## src/rtl/vga_timing_gen_pkg.sv

```systemverilog
`default_nettype none
// ============================================================================
//  Module      : vga_timing_gen_pkg
//  Description : Shared types and helpers for the VGA raster timing generator.
//                Holds the standard VESA mode constant sets (640x480@60,
//                800x600@60, 1024x768@60) and the line/frame total helper.
//  Revision    : 1.0 - initial release
// ============================================================================
package vga_timing_gen_pkg;

    typedef enum logic [1:0] {
        MODE_640X480  = 2'd0,
        MODE_800X600  = 2'd1,
        MODE_1024X768 = 2'd2
    } mode_e;

    typedef struct packed {
        int unsigned h_active;
        int unsigned h_fp;
        int unsigned h_sync;
        int unsigned h_bp;
        bit          h_pol;
        int unsigned v_active;
        int unsigned v_fp;
        int unsigned v_sync;
        int unsigned v_bp;
        bit          v_pol;
    } mode_t;

    // Standard timing sets; 640x480 is the 25.175 MHz default, 800x600 runs
    // from 40 MHz with positive syncs, 1024x768 from 65 MHz with negative syncs.
    function automatic mode_t mode_timing(input mode_e mode);
        mode_t m;
        case (mode)
            MODE_800X600:  m = '{800, 40, 128, 88, 1'b1, 600, 1, 4, 23, 1'b1};
            MODE_1024X768: m = '{1024, 24, 136, 160, 1'b0, 768, 3, 6, 29, 1'b0};
            default:       m = '{640, 16, 96, 48, 1'b0, 480, 10, 2, 33, 1'b0};
        endcase
        return m;
    endfunction

    function automatic int unsigned calc_total(input int unsigned active,
                                               input int unsigned fp,
                                               input int unsigned sync,
                                               input int unsigned bp);
        return active + fp + sync + bp;
    endfunction

    localparam mode_t c_default_mode = mode_timing(MODE_640X480);

endpackage : vga_timing_gen_pkg
`default_nettype wire

```

## src/rtl/vga_timing_gen_if.sv

```systemverilog
`default_nettype none
// ============================================================================
//  Module      : vga_timing_gen_if
//  Description : Raster timing bundle between the timing generator (master)
//                and the downstream pixel pipeline (slave).
//                en           : advance raster (1) / freeze everything (0)
//                vga_hs/vs    : syncs, vga_disp_en : active area
//                vga_pos_hor/ver : pixel x/y (0 outside active area)
//                line_start/frame_start/vblank_start : 1-cycle strobes
//                frame_cnt    : frames completed, wrapping
//  Revision    : 1.0 - initial release
// ============================================================================
interface vga_timing_gen_if #(
    parameter int CW   = 10,
    parameter int FC_W = 8
) ();
    logic            en;
    logic            vga_hs;
    logic            vga_vs;
    logic            vga_disp_en;
    logic [CW-1:0]   vga_pos_hor;
    logic [CW-1:0]   vga_pos_ver;
    logic            line_start;
    logic            frame_start;
    logic            vblank_start;
    logic [FC_W-1:0] frame_cnt;

    modport master (
        input  en,
        output vga_hs, vga_vs, vga_disp_en, vga_pos_hor, vga_pos_ver,
               line_start, frame_start, vblank_start, frame_cnt
    );

    modport slave (
        output en,
        input  vga_hs, vga_vs, vga_disp_en, vga_pos_hor, vga_pos_ver,
               line_start, frame_start, vblank_start, frame_cnt
    );
endinterface : vga_timing_gen_if
`default_nettype wire

```

## src/rtl/vga_delay_line.sv

```systemverilog
`default_nettype none
// ============================================================================
//  Module      : vga_delay_line
//  Description : DEPTH-stage enabled shift register with asynchronous clear
//                to RST_VAL. DEPTH=0 is a pure passthrough.
//  Ports       : clk, rst_n (async, active-low), i_en (shift), i_d, o_q
//  Revision    : 1.0 - initial release
// ============================================================================
module vga_delay_line #(
    parameter int               WIDTH   = 8,
    parameter int               DEPTH   = 0,
    parameter logic [WIDTH-1:0] RST_VAL = '0
) (
    input  wire logic             clk,
    input  wire logic             rst_n,
    input  wire logic             i_en,
    input  wire logic [WIDTH-1:0] i_d,
    output logic      [WIDTH-1:0] o_q
);

    generate
        if (DEPTH == 0) begin : g_passthru
            logic w_unused;
            assign w_unused = &{1'b0, clk, rst_n, i_en};
            assign o_q      = i_d;
        end else begin : g_pipe
            logic [WIDTH-1:0] r_stage [DEPTH];

            always_ff @(posedge clk or negedge rst_n) begin
                if (!rst_n) begin
                    for (int i = 0; i < DEPTH; i++) begin
                        r_stage[i] <= RST_VAL;
                    end
                end else if (i_en) begin
                    r_stage[0] <= i_d;
                    for (int i = 1; i < DEPTH; i++) begin
                        r_stage[i] <= r_stage[i-1];
                    end
                end
            end

            assign o_q = r_stage[DEPTH-1];
        end
    endgenerate

endmodule : vga_delay_line
`default_nettype wire

```

## src/rtl/vga_timing_gen.sv

```systemverilog
`default_nettype none
// ============================================================================
//  Module      : vga_timing_gen
//  Description : Parametrised VGA/VESA raster timing generator. Free-running
//                h/v counters, registered decode (stage 0) and PIPE_DLY extra
//                register stages; outputs lag the counters by 1+PIPE_DLY
//                enabled cycles. en=0 freezes every register.
//  Ports       : clk_25      - pixel clock
//                sys_reset_n - asynchronous active-low reset
//                vif         - timing bundle (master modport)
//  Revision    : 1.0 - initial release
// ============================================================================
module vga_timing_gen
    import vga_timing_gen_pkg::*;
#(
    parameter int CW       = 10,
    parameter int H_ACTIVE = int'(c_default_mode.h_active),
    parameter int H_FP     = int'(c_default_mode.h_fp),
    parameter int H_SYNC   = int'(c_default_mode.h_sync),
    parameter int H_BP     = int'(c_default_mode.h_bp),
    parameter bit H_POL    = c_default_mode.h_pol,
    parameter int V_ACTIVE = int'(c_default_mode.v_active),
    parameter int V_FP     = int'(c_default_mode.v_fp),
    parameter int V_SYNC   = int'(c_default_mode.v_sync),
    parameter int V_BP     = int'(c_default_mode.v_bp),
    parameter bit V_POL    = c_default_mode.v_pol,
    parameter int PIPE_DLY = 0,
    parameter int FC_W     = 8
) (
    input  wire logic        clk_25,
    input  wire logic        sys_reset_n,
    vga_timing_gen_if.master vif
);

    localparam int unsigned c_h_total_i = calc_total(H_ACTIVE, H_FP, H_SYNC, H_BP);
    localparam int unsigned c_v_total_i = calc_total(V_ACTIVE, V_FP, V_SYNC, V_BP);

    // All compares are done one bit wider than the counters so that a total
    // of exactly 2**CW does not truncate.
    localparam logic [CW:0] c_h_last     = (CW+1)'(c_h_total_i - 1);
    localparam logic [CW:0] c_v_last     = (CW+1)'(c_v_total_i - 1);
    localparam logic [CW:0] c_h_active   = (CW+1)'(H_ACTIVE);
    localparam logic [CW:0] c_v_active   = (CW+1)'(V_ACTIVE);
    localparam logic [CW:0] c_hs_start   = (CW+1)'(H_ACTIVE + H_FP);
    localparam logic [CW:0] c_hs_end     = (CW+1)'(H_ACTIVE + H_FP + H_SYNC);
    localparam logic [CW:0] c_vs_start   = (CW+1)'(V_ACTIVE + V_FP);
    localparam logic [CW:0] c_vs_end     = (CW+1)'(V_ACTIVE + V_FP + V_SYNC);

    // Bundle layout, MSB first: hs, vs, de, x, y, line, frame, vblank, fcnt
    localparam int c_bw     = 6 + 2*CW + FC_W;
    localparam int c_pos_y  = FC_W + 3;
    localparam int c_pos_x  = c_pos_y + CW;
    localparam int c_pos_de = c_pos_x + CW;
    localparam logic [c_bw-1:0] c_rst_val = {~H_POL, ~V_POL, {(c_bw-2){1'b0}}};

    generate
        if (64'(c_h_total_i) > (64'd1 << CW) || 64'(c_v_total_i) > (64'd1 << CW) ||
            PIPE_DLY < 0 || PIPE_DLY > 7 ||
            H_ACTIVE <= 0 || H_FP <= 0 || H_SYNC <= 0 || H_BP <= 0 ||
            V_ACTIVE <= 0 || V_FP <= 0 || V_SYNC <= 0 || V_BP <= 0) begin : g_param_err
            $error("vga_timing_gen: illegal timing parameter set");
        end
    endgenerate

    logic [CW-1:0]   r_h_cnt;
    logic [CW-1:0]   r_v_cnt;
    logic [FC_W-1:0] r_frame_cnt;
    logic [c_bw-1:0] r_stage0;

    logic [CW:0]     w_h_ext;
    logic [CW:0]     w_v_ext;
    logic            w_h_last;
    logic            w_v_last;
    logic            w_de;
    logic [c_bw-1:0] w_stage0_d;
    logic [c_bw-1:0] w_out;

    assign w_h_ext  = {1'b0, r_h_cnt};
    assign w_v_ext  = {1'b0, r_v_cnt};
    assign w_h_last = (w_h_ext == c_h_last);
    assign w_v_last = (w_v_ext == c_v_last);

    // Frame counter advances together with the wrap to (0,0), so the decode
    // of h=0,v=0 carries the new count alongside frame_start.
    always_ff @(posedge clk_25 or negedge sys_reset_n) begin
        if (!sys_reset_n) begin
            r_h_cnt     <= '0;
            r_v_cnt     <= '0;
            r_frame_cnt <= '0;
        end else if (vif.en) begin
            if (w_h_last) begin
                r_h_cnt <= '0;
                if (w_v_last) begin
                    r_v_cnt     <= '0;
                    r_frame_cnt <= r_frame_cnt + 1'b1;
                end else begin
                    r_v_cnt <= r_v_cnt + 1'b1;
                end
            end else begin
                r_h_cnt <= r_h_cnt + 1'b1;
            end
        end
    end

    always_comb begin
        w_de       = (w_h_ext < c_h_active) && (w_v_ext < c_v_active);
        w_stage0_d = c_rst_val;
        w_stage0_d[c_bw-1]   = ((w_h_ext >= c_hs_start) && (w_h_ext < c_hs_end)) ? H_POL : ~H_POL;
        w_stage0_d[c_bw-2]   = ((w_v_ext >= c_vs_start) && (w_v_ext < c_vs_end)) ? V_POL : ~V_POL;
        w_stage0_d[c_pos_de] = w_de;
        w_stage0_d[c_pos_x +: CW] = w_de ? r_h_cnt : '0;
        w_stage0_d[c_pos_y +: CW] = w_de ? r_v_cnt : '0;
        w_stage0_d[FC_W+2]   = (r_h_cnt == '0);
        w_stage0_d[FC_W+1]   = (r_h_cnt == '0) && (r_v_cnt == '0);
        w_stage0_d[FC_W]     = (r_h_cnt == '0) && (w_v_ext == c_v_active);
        w_stage0_d[FC_W-1:0] = r_frame_cnt;
    end

    always_ff @(posedge clk_25 or negedge sys_reset_n) begin
        if (!sys_reset_n) begin
            r_stage0 <= c_rst_val;
        end else if (vif.en) begin
            r_stage0 <= w_stage0_d;
        end
    end

    vga_delay_line #(
        .WIDTH   (c_bw),
        .DEPTH   (PIPE_DLY),
        .RST_VAL (c_rst_val)
    ) u_delay (
        .clk   (clk_25),
        .rst_n (sys_reset_n),
        .i_en  (vif.en),
        .i_d   (r_stage0),
        .o_q   (w_out)
    );

    assign vif.vga_hs       = w_out[c_bw-1];
    assign vif.vga_vs       = w_out[c_bw-2];
    assign vif.vga_disp_en  = w_out[c_pos_de];
    assign vif.vga_pos_hor  = w_out[c_pos_x +: CW];
    assign vif.vga_pos_ver  = w_out[c_pos_y +: CW];
    assign vif.line_start   = w_out[FC_W+2];
    assign vif.frame_start  = w_out[FC_W+1];
    assign vif.vblank_start = w_out[FC_W];
    assign vif.frame_cnt    = w_out[FC_W-1:0];

endmodule : vga_timing_gen
`default_nettype wire
```

## src/flat_wrapper.sv

```systemverilog
// flat-port wrapper written by rule: the top's interface ports become plain ports
module vga_timing_gen_flat import vga_timing_gen_pkg::*;
#(
    parameter int CW       = 10,
    parameter int H_ACTIVE = int'(c_default_mode.h_active),
    parameter int H_FP     = int'(c_default_mode.h_fp),
    parameter int H_SYNC   = int'(c_default_mode.h_sync),
    parameter int H_BP     = int'(c_default_mode.h_bp),
    parameter bit H_POL    = c_default_mode.h_pol,
    parameter int V_ACTIVE = int'(c_default_mode.v_active),
    parameter int V_FP     = int'(c_default_mode.v_fp),
    parameter int V_SYNC   = int'(c_default_mode.v_sync),
    parameter int V_BP     = int'(c_default_mode.v_bp),
    parameter bit V_POL    = c_default_mode.v_pol,
    parameter int PIPE_DLY = 0,
    parameter int FC_W     = 8
)
  (clk_25, sys_reset_n, vif_en, vif_vga_hs, vif_vga_vs, vif_vga_disp_en, vif_vga_pos_hor, vif_vga_pos_ver, vif_line_start, vif_frame_start, vif_vblank_start, vif_frame_cnt);
  vga_timing_gen_if #(.CW(CW), .FC_W(FC_W)) vif_i ();
  input  wire logic clk_25;
  input  wire logic sys_reset_n;
  input wire logic [$bits(vif_i.en)-1:0] vif_en;
  output wire logic [$bits(vif_i.vga_hs)-1:0] vif_vga_hs;
  output wire logic [$bits(vif_i.vga_vs)-1:0] vif_vga_vs;
  output wire logic [$bits(vif_i.vga_disp_en)-1:0] vif_vga_disp_en;
  output wire logic [$bits(vif_i.vga_pos_hor)-1:0] vif_vga_pos_hor;
  output wire logic [$bits(vif_i.vga_pos_ver)-1:0] vif_vga_pos_ver;
  output wire logic [$bits(vif_i.line_start)-1:0] vif_line_start;
  output wire logic [$bits(vif_i.frame_start)-1:0] vif_frame_start;
  output wire logic [$bits(vif_i.vblank_start)-1:0] vif_vblank_start;
  output wire logic [$bits(vif_i.frame_cnt)-1:0] vif_frame_cnt;
  assign vif_i.en = vif_en;
  assign vif_vga_hs = vif_i.vga_hs;
  assign vif_vga_vs = vif_i.vga_vs;
  assign vif_vga_disp_en = vif_i.vga_disp_en;
  assign vif_vga_pos_hor = vif_i.vga_pos_hor;
  assign vif_vga_pos_ver = vif_i.vga_pos_ver;
  assign vif_line_start = vif_i.line_start;
  assign vif_frame_start = vif_i.frame_start;
  assign vif_vblank_start = vif_i.vblank_start;
  assign vif_frame_cnt = vif_i.frame_cnt;
  vga_timing_gen #(.CW(CW), .H_ACTIVE(H_ACTIVE), .H_FP(H_FP), .H_SYNC(H_SYNC), .H_BP(H_BP), .H_POL(H_POL), .V_ACTIVE(V_ACTIVE), .V_FP(V_FP), .V_SYNC(V_SYNC), .V_BP(V_BP), .V_POL(V_POL), .PIPE_DLY(PIPE_DLY), .FC_W(FC_W)) u_core (.clk_25(clk_25), .sys_reset_n(sys_reset_n), .vif(vif_i));
endmodule
```

## config.mk

```make
export PLATFORM = sky130hd
export DESIGN_NAME = vga_timing_gen_flat
export DESIGN_NICKNAME = d
export VERILOG_FILES = /design/src/rtl/vga_timing_gen_pkg.sv /design/src/rtl/vga_timing_gen_if.sv /design/src/rtl/vga_delay_line.sv /design/src/rtl/vga_timing_gen.sv /design/src/flat_wrapper.sv
export SDC_FILE = /design/constraint.sdc
export NUM_CORES = 1
export LEC_CHECK = 0
export ABC_AREA = 1
export CAP_MARGIN = 20
export CORE_UTILIZATION = 30
export DETAILED_ROUTE_END_ITERATION = 8
export PLACE_DENSITY = 0.52
export SLEW_MARGIN = 20
export SYNTH_ARGS = -nofsm -noshare
export SYNTH_HDL_FRONTEND = slang
export SYNTH_SLANG_ARGS = --single-unit
```

## constraint.sdc

```tcl
create_clock -name clk_25 -period 2.2 [get_ports clk_25]
set_input_delay 0.22 -clock clk_25 [delete_from_list [all_inputs] [get_ports clk_25]]
set_output_delay 0.22 -clock clk_25 [all_outputs]
set_load 0.05 [all_outputs]
```

==> reports/metrics.yaml <==
run_status:
  status: "finished, final reports clean"
synth:
  yosysTopAreaCell: "dfrtp_1"
  avgSynthCellArea_um2: 8.42
  synth_cell_type_count: 35
  synth_area_leaders: "dfrtp_1 49%, nand2_1 12%, o21ai_0 5.8%, inv_1 4.9%, nand3_1 3.4%"
  syn-cell-area_mm2: 0.00309
  netlist_instances: 367
  synthFlopType: "dfrtp_1"
  ys_seq_elements: 62
  syn_nets: 375
  synth_common_cells: "99 x nand2_1, 60 x dfrtp_1, 40 x inv_1"
  ys_seq_area_share_pct: 50.3
  synth_top_area_share_pct: 48.6
  async_reset_ff_share_pct: 100
  synth_edf_count: 0
  yosys_warnings: 0
  yosysMostFrequentCell: "nand2_1"
placement:
  place_ws_ps: 395
  gp_congestion: 0.825
  placement.io_buffers: 36
  placed_area_mm2: 0.00357
  place_hpwl_mm: 5.11
  place_inst: 530
critical_path:
  r2r-start: "u_core.r_v_cnt[0]"
  crit_path_max_incr_delay_ps: 800
  r2r_end: "u_core.r_frame_cnt[4]"
  crit_path_start_kind: "flip-flop"
  r2r_slack_ps: 500
  crit_fanout: 2
  cp_slowest_cell: "clkdlybuf4s50_1"
  cp.arrival_ps: 1700
  critical_path.top_delay_family: "buffers and inverters"
  path_buf_inv: 1
  endpoint_kind: "primary output"
  worstPathRequired_ps: 1980
  crit_chain: "clkdlybuf4s50_1"
  reg2reg_depth: 8
  crit_type: "flip-flop to primary output"
route:
  avgViaCountPerCell: 4.63
  ant_nets: 0
  wl_per_cell_um: 12.7
  num_vias: 2535
  drt_wl_total_mm: 6.94
  drt_drc_violations_left: 0
  firstDrtPassIters: 4
  dr.first_iter.drc_count: 115
pwr:
  powerDensity_mw_per_mm2: 980
  finalPower_mw: 3.71
  p_comb_share_pct: 30.8
  power.switching_mw: 1.44
  power.share.sequential_pct: 41.5
  p_clk_share_pct: 27.7
  cellLeakagePower_nw: 1.78
  peakVddDrop_uv: 362
  switching_share_pct: 38.7
  internal-power_mw: 2.27
sta:
  skew_ps: 9.30
  timing.final.crit_share_pct: 87.1
  timing.fmax_mhz: 522
  slew_headroom_pct: 66.0
  fin_ws_ps: 283
  report.final.slew_viol_count: 0
  worstMarginPinSlew_ps: 508
  min_period_ps: 1920
  setup_viol: 0
  rsz0062_at_grt: "false"
  finalHoldViolations: 0
  tns_ps: 0
  worst_hold_slack_ps: 362
cts:
  clk_latency_ps: 350
  cts_hold_buf: 1
  post_cts_buffers: 0
  cts_resized: 0
  cts_tree: "done"
  cts_buffers: 9
  h-tree-depth: 3
  clock-sinks: 62
  cts-root-buf: "clkbuf_8"
  clk_path_buf_depth: 2
  path_clk_slew_ps: 60
die:
  die_area_mm2: 0.0107
  die_h_um: 103
  initial_core_util_pct: 31.3
  ios: 37
  row_count: 36
  core_area_mm2: 0.00986
  die_x_um: 103
global_routing:
  grt_max_degree: 24
  grt_pass1_vias: 2358
  grt_use_total_pct: 14.9
  globalRouteOverflowTotal: 0
  grt_pass1_wl_mm: 11.9
  grt_antenna_before_repair: 0
layout:
  nets: 417
  fin_util_pct: 38.3
  n_fill_cell: 1011
  drive_above_1_share_pct: 10.6
  areaGrowthSynthToFinish_pct: 22.4
  finalNonFillerCells: 547
  diodes: 0
  final_area_mm2: 0.00378
worst_hold_path:
  worst_hold_path_type: "input pin to async pin"
flow_run:
  max-cap-violations: 0
-- power groups by stage --
stage,Combinational [mW],Sequential (mW),Clock [mW]
finish,1.14,1.54,1.03
global placement,1.14,1.56,0
CTS,1.15,1.53,1.06
floorplan,0.449,1.87,0
global route,1.26,1.57,1.11
detailed placement,1.15,1.55,0
-- registers in the layout, summed over array words and instances (netlist names) --
signal / flops
u_core.r_v_cnt: 10
u_core.r_stage0: 34
u_core.r_frame_cnt: 8
u_core.r_h_cnt: 10
-- how the worst max path moves through the flow --
stage / from / to / slack [ps] / cells past startpoint
6_report: u_core.r_stage0[32] / vif_vga_vs / 280 / 1
3_5_place_dp: vif_en / u_core.r_h_cnt[8] / 390 / 8
3_3_place_gp: vif_en / u_core.r_h_cnt[8] / 450 / 7
5_1_grt: u_core.r_stage0[33] / vif_vga_hs / 250 / 1
2_1_floorplan: u_core.r_v_cnt[0] / u_core.r_frame_cnt[5] / 800 / 8
4_1_cts: u_core.r_stage0[32] / vif_vga_vs / 270 / 1
-- metal layers --
metal	vias up	wire (um)	track usage (%)
li1	1276	-	-
met1	1214	3570	20.7
met2	33	3050	22.2
met3	12	149	2.62
met4	0	169	8.02
met5	-	0	0
-- placed cells by master, fill, tap and decap left out, types with 2 or more instances in the layout --
master / count
ha_1: 5
dfstp_2: 2
clkbuf_1: 2
nand3_1: 21
o21ai_2: 3
clkbuf_8: 11
nor4_1: 2
nand2_1: 99
o21ai_0: 36
a21oi_1: 4
nand3b_1: 2
nor2_1: 24
xor2_1: 9
nor2_4: 2
nand3_2: 2
clkdlybuf4s50_1: 35
nand2_2: 3
dfrtp_1: 60
inv_2: 3
o21ai_1: 11
nand4_1: 10
nor3_1: 5
inv_1: 40
buf_4: 6
nor3_2: 3
-- area by class of cell --
| type | count | area, um^2 | area share, % |
|---|---|---|---|
| repair buffers | 43 | 410 | 10.9 |
| well taps | 133 | 166 | 4.40 |
| clock inverters | 3 | 42.5 | 1.13 |
| clock buffers | 13 | 159 | 4.20 |
| flip-flops and latches | 62 | 1550 | 41.1 |
| inverters | 43 | 161 | 4.27 |
| multi-input cells | 250 | 1290 | 34.1 |
-- kinds of logic (layout without fill, tap and decap cells) --
family                     count (synthesis)  after routing  share of synthesized area (%)
AOI/OAI and AO/OA                         58             58                           10.1
xor gates and xnor gates                   9              9                           2.55
adders and majority gates                  5              5                           2.03
buffers and inverters                     55            102                           8.02
DFF                                       62             62                           50.3
and+or+nand+nor                          178            178                           27.0
(Power assumes the default switching activity.)
